==> src/rtl/cpu_defs.sv <==
// Definitions shared between the CPU-side blocks: default word width and the
// state encoding of the memory dump reader.
package cpu_defs;

  localparam int unsigned DATA_WIDTH_DEFAULT = 32;

  typedef enum logic [2:0] {
    StIdle    = 3'd0,
    StRead    = 3'd1,
    StCapture = 3'd2,
    StSend    = 3'd3,
    StDone    = 3'd4
  } dump_state_e;

endpackage

==> src/rtl/dump_out_reg.sv <==
// Output holding register for the dump stream: loads one word and keeps it
// stable until the consumer takes it.
module dump_out_reg #(
  parameter int unsigned DATA_WIDTH = 32
) (
  input  logic                  clk,
  input  logic                  reset_n,
  input  logic                  load,
  input  logic [DATA_WIDTH-1:0] load_data,
  input  logic [31:0]           load_addr,
  input  logic                  load_last,
  input  logic                  out_ready,
  output logic                  out_valid,
  output logic [DATA_WIDTH-1:0] out_data,
  output logic [31:0]           out_addr,
  output logic                  out_last
);

  logic                  valid_q;
  logic [DATA_WIDTH-1:0] data_q;
  logic [31:0]           addr_q;
  logic                  last_q;

  always_ff @(posedge clk) begin
    if (!reset_n) begin
      valid_q <= 1'b0;
      data_q  <= '0;
      addr_q  <= '0;
      last_q  <= 1'b0;
    end else if (load) begin
      valid_q <= 1'b1;
      data_q  <= load_data;
      addr_q  <= load_addr;
      last_q  <= load_last;
    end else if (valid_q && out_ready) begin
      // Payload is left in place after the handshake; only valid drops.
      valid_q <= 1'b0;
    end
  end

  assign out_valid = valid_q;
  assign out_data  = data_q;
  assign out_addr  = addr_q;
  assign out_last  = last_q;

endmodule

==> src/rtl/mem_dump_reader.sv <==
// Walks a word-aligned range of data memory through a secondary read port,
// streams each word out over valid/ready and accumulates an XOR checksum.
module mem_dump_reader
  import cpu_defs::*;
#(
  parameter int unsigned DATA_WIDTH  = DATA_WIDTH_DEFAULT,
  parameter int unsigned COUNT_WIDTH = 11
) (
  input  logic                   clk,
  input  logic                   reset_n,
  input  logic                   start,
  input  logic [31:0]            base_addr,
  input  logic [COUNT_WIDTH-1:0] word_count,
  output logic                   mem_rd_en,
  output logic [31:0]            mem_addr,
  input  logic [DATA_WIDTH-1:0]  mem_rd_data,
  output logic                   out_valid,
  input  logic                   out_ready,
  output logic [DATA_WIDTH-1:0]  out_data,
  output logic [31:0]            out_addr,
  output logic                   out_last,
  output logic                   busy,
  output logic                   done,
  output logic [DATA_WIDTH-1:0]  checksum
);

  localparam logic [COUNT_WIDTH-1:0] CountOne = COUNT_WIDTH'(1);

  dump_state_e            state_q, state_d;
  logic [31:0]            addr_q, addr_d;
  logic [COUNT_WIDTH-1:0] remaining_q, remaining_d;
  logic [DATA_WIDTH-1:0]  checksum_q, checksum_d;
  logic                   load;
  logic                   unused_addr_bits;

  assign unused_addr_bits = ^base_addr[1:0];

  always_ff @(posedge clk) begin
    if (!reset_n) begin
      state_q     <= StIdle;
      addr_q      <= '0;
      remaining_q <= '0;
      checksum_q  <= '0;
    end else begin
      state_q     <= state_d;
      addr_q      <= addr_d;
      remaining_q <= remaining_d;
      checksum_q  <= checksum_d;
    end
  end

  always_comb begin
    state_d     = state_q;
    addr_d      = addr_q;
    remaining_d = remaining_q;
    checksum_d  = checksum_q;
    load        = 1'b0;
    unique case (state_q)
      StIdle: begin
        if (start) begin
          checksum_d = '0;
          if (word_count != '0) begin
            addr_d      = {base_addr[31:2], 2'b00};
            remaining_d = word_count;
            state_d     = StRead;
          end else begin
            state_d = StDone;
          end
        end
      end
      StRead: state_d = StCapture;
      StCapture: begin
        load    = 1'b1;
        state_d = StSend;
      end
      StSend: begin
        if (out_valid && out_ready) begin
          checksum_d = checksum_q ^ out_data;
          if (remaining_q == CountOne) begin
            state_d = StDone;
          end else begin
            remaining_d = remaining_q - CountOne;
            addr_d      = addr_q + 32'd4;
            state_d     = StRead;
          end
        end
      end
      StDone:  state_d = StIdle;
      default: state_d = StIdle;
    endcase
  end

  // addr_q only moves on start or handshake, so the port holds its last value.
  assign mem_rd_en = (state_q == StRead);
  assign mem_addr  = addr_q;
  assign busy      = (state_q == StRead) || (state_q == StCapture) || (state_q == StSend);
  assign done      = (state_q == StDone);
  assign checksum  = checksum_q;

  dump_out_reg #(
    .DATA_WIDTH(DATA_WIDTH)
  ) u_out_reg (
    .clk      (clk),
    .reset_n  (reset_n),
    .load     (load),
    .load_data(mem_rd_data),
    .load_addr(addr_q),
    .load_last(remaining_q == CountOne),
    .out_ready(out_ready),
    .out_valid(out_valid),
    .out_data (out_data),
    .out_addr (out_addr),
    .out_last (out_last)
  );

endmodule

==> config.mk <==
export PLATFORM = sky130hd
export DESIGN_NAME = mem_dump_reader
export DESIGN_NICKNAME = d
export VERILOG_FILES = /design/src/rtl/cpu_defs.sv /design/src/rtl/dump_out_reg.sv /design/src/rtl/mem_dump_reader.sv
export SDC_FILE = /design/constraint.sdc
export NUM_CORES = 1
export LEC_CHECK = 0
export CORE_ASPECT_RATIO = 1.4
export CORE_MARGIN = 5
export CORE_UTILIZATION = 46
export DETAILED_ROUTE_END_ITERATION = 10
export PLACE_DENSITY = 0.81
export RECOVER_POWER = 100
export SYNTH_ARGS = -nofsm -noshare
export SYNTH_HDL_FRONTEND = slang
export SYNTH_SLANG_ARGS = --single-unit
==> constraint.sdc <==
create_clock -name clk -period 2.75 [get_ports clk]
set_input_delay 0.275 -clock clk [delete_from_list [all_inputs] [get_ports clk]]
set_output_delay 0.275 -clock clk [all_outputs]
set_load 0.1 [all_outputs]
==> results.yml <==
global_route:
  grt_overflow: 0
  grt_max_degree: 63
  grt_pass1_wl_mm: 30.41
  grt_pass1_vias: 5955
  track_usage: 0.2347
  antenna_found_initial: 3
clocking:
  htreeDepth: 4
  postCtsSetupBuffers: 0
  cts_root_buf: "clkbuf_16"
  hold_buffers: 0
  path_clk_slew_ns: 0.06
  clk_path_buf_depth: 2
  cts_sinks: 140
  ctsResizeCount: 0
  clock_latency_ns: 0.41
  cts_tree: "yes"
  cts_buffers: 17
drt:
  drt_iter0_markers: 488
  first_pass_iters: 7
  drc: 0
  wl_mm: 19.39
  wire_per_inst_um: 16.27
  postRouteAntennaNets: 0
  via_count: 6399
  vias_per_cell: 5.368
worst_setup_path:
  path_max_fanout: 14
  cp-end-kind: "flop"
  crit_top_cell: "or4_1"
  crit_path_max_incr_delay_ns: 0.56
  worstSetupPathType: "input port to flop"
  start_kind: "input port"
  arrival_ns: 2.66
  path_cells: "clkdlybuf4s50_1 > or4_1 > or4_1 > o211ai_1 > buf_4 > nor2_1 > o221a_1"
  crit_slowest_cell: "or4_1"
  critPathRequiredTime_ns: 3.05
logic_synthesis:
  yosysWarnings: 0
  synth_top_flop_cell: "dfxtp_1"
  synth_compound_area_frac: 0.1907
  async_reset_ff_frac: 0
  synth_top_family_by_area: "simple AND/OR/NAND/NOR gates"
  yosysUniqueCellTypes: 65
  synth-adder-area-share: 0.005941
  syn-instance-count: 816
  ys_ff_latch: 140
  synthXorXnorAreaFrac: 0.04436
  synth_edf_count: 0
  syn-mean-instance-area_sq_um: 7.743
  synthMuxAreaShare: 0.003366
  synth_simple_gate_area_frac: 0.2598
  synth_area_sq_um: 6319
  ys_seq_area_frac: 0.4436
layout:
  final_util: 0.6213
  drive_gt1_frac: 0.06356
  fin_area_sq_um: 8357
  n_fill_cell: 1310
  final_common_cell: "nand2_1"
  synthToLayoutAreaGrowth_pct: 32.26
  mostFrequentLayoutCells: "nand2_1 (219), dfxtp_1 (138), clkbuf_1 (130)"
  fin_nets: 1076
power:
  cellPowerDensity_nw_per_um2: 801.4
  leakage_nw: 2.968
  peakVddDrop_uv: 407.1
floorplanning:
  coreArea_sq_um: 13450
  fp-row-count: 50
  dieArea_sq_um: 16210
  start_util: 0.4698
  die_h_um: 148.7
  pin_count: 212
  die_w_um: 109.1
placed_design:
  dp_hpwl_mm: 13.51
  portBuffers: 205
  placed_cell_area_sq_um: 8209
  gp_congestion: 0.8638
timing:
  clock_skew_ns: 0.009275
  worstMarginPinSlew_ns: 1.375
  fin_hold_ws_ns: 0.4088
  period_share: 0.8584
  fin_crit_ns: 2.361
  slew_viol_final: 0
  slew_headroom: 0.08333
  rsz0062_at_grt: "false"
  setup_viol: 0
  finalHoldViolCount: 0
  max_freq_ghz: 0.4236
run_status:
  status: "finished clean"
flow_run:
  drv_cap: 0
min_path:
  hp-class: "input port to flop"
==> synth_stat cells, types with 2 or more instances <==
cell,n,area (sq um)
or2_2,2,12.51
o211ai_1,8,60.06
o21ai_0,16,80.08
and2_1,2,12.51
nand3_1,15,75.07
dfxtp_1,140,2803
nand2_1,219,822.0
nor4_1,8,50.05
nor3_1,11,55.05
or4_1,7,52.55
o31ai_1,12,90.09
ha_1,3,37.54
o22ai_1,11,68.82
a31oi_1,2,12.51
a22oi_1,3,22.52
o21a_1,2,15.01
clkbuf_1,49,183.9
and4_1,6,52.55
a21oi_1,101,505.5
o221a_1,6,67.56
nand2b_1,4,25.02
o2bb2ai_1,3,26.28
buf_6,3,33.78
nor2_1,67,251.5
buf_4,5,37.54
a21o_1,2,15.01
xor2_1,32,280.3
inv_1,5,18.77
nand4_1,16,100.1
and3_1,3,18.77
o31a_1,7,61.31
o32ai_1,4,35.03
buf_2,9,45.04
buf_1,2,7.510
==> where the power goes <==
part           total [mW]  leakage [nW]  internal, mW  switching [mW]
Clock                2.50         0.305          1.62           0.879
Combinational        1.87          1.52         0.409            1.46
Sequential           2.33          1.14          2.17           0.163
Total                6.70          2.97          4.20            2.50
==> logic make-up (layout without fill, tap and decap cells) <==
group                    after synthesis  count (layout)
buffers and inverters                 73             261
adder cells (fa/ha/maj)                3               3
AND/OR/NAND/NOR                      372             372
multiplexers                           2               2
AO/OA/AOI/OAI                        193             193
XOR/XNOR                              32              32
flip-flops                           140             140
other                                  1               7
==> layer usage <==
| metal | vias up | part of all wire | global-route usage |
|---|---|---|---|
| met2 | 250 | 0.50 | 0.3945 |
| met1 | 2938 | 0.41 | 0.2896 |
| met5 | - | 0 | 0 |
| met4 | 0 | 0.034 | 0.1004 |
| li1 | 3169 | - | - |
| met3 | 42 | 0.059 | 0.04516 |
==> path summary, 6_finish.rpt <==
path         slack [ns]                                start                                  end  depth (start not counted)
min reg2reg        0.45  u_out_reg.out_addr[18]$_SDFFE_PN0P_  u_out_reg.out_addr[18]$_SDFFE_PN0P_                          2
min                0.41                       mem_rd_data[3]   u_out_reg.out_data[3]$_SDFFE_PN0P_                          3
max                0.39                        word_count[6]          remaining_q[0]$_SDFFE_PN0P_                          7
max reg2reg        0.40              state_q[1]$_SDFFE_PN0P_          remaining_q[0]$_SDFFE_PN0P_                          7
==> layout make-up <==
type	count	area, sq um	share of cell area
Tap cell	182	227.7	0.02725
Inverter	5	18.77	0.002246
Timing Repair Buffer	224	1449	0.1734
Sequential cell	140	2805	0.3357
Clock inverter	13	212.7	0.02545
Antenna cell	3	7.507	0.0008983
Clock buffer	19	432.9	0.05180
Multi-Input combinational cell	606	3203	0.3833
==> through the flow <==
stage / cells / worst slack (ns) / total power, mW / setup TNS, ns
after floorplan: 819 / -0.2467 / 3.813 / -0.4893
after global placement: 1157 / 0.1446 / 4.334 / 0
after detailed placement: 1157 / 0.1426 / 4.350 / 0
after CTS: 1189 / 0.5729 / 6.844 / 0
after global routing: 1192 / 0.2922 / 6.964 / 0
final: 1192 / 0.3894 / 6.697 / 0
==> sequential cells by signal (all words and copies together) (netlist names) <==
signal / flops
checksum: 32
u_out_reg.out_last: 1
u_out_reg.out_addr: 30
mem_addr: 30
u_out_reg.out_data: 32
u_out_reg.out_valid: 1
remaining_q: 11
state_q: 3
==> critical path: cells and delay by family <==
kind	cells	cell delay (ns)
AO/OA/AOI/OAI	2	0.51
buffers and inverters	2	0.71
AND/OR/NAND/NOR	3	1.17
Power figures use the tool's default switching activity.
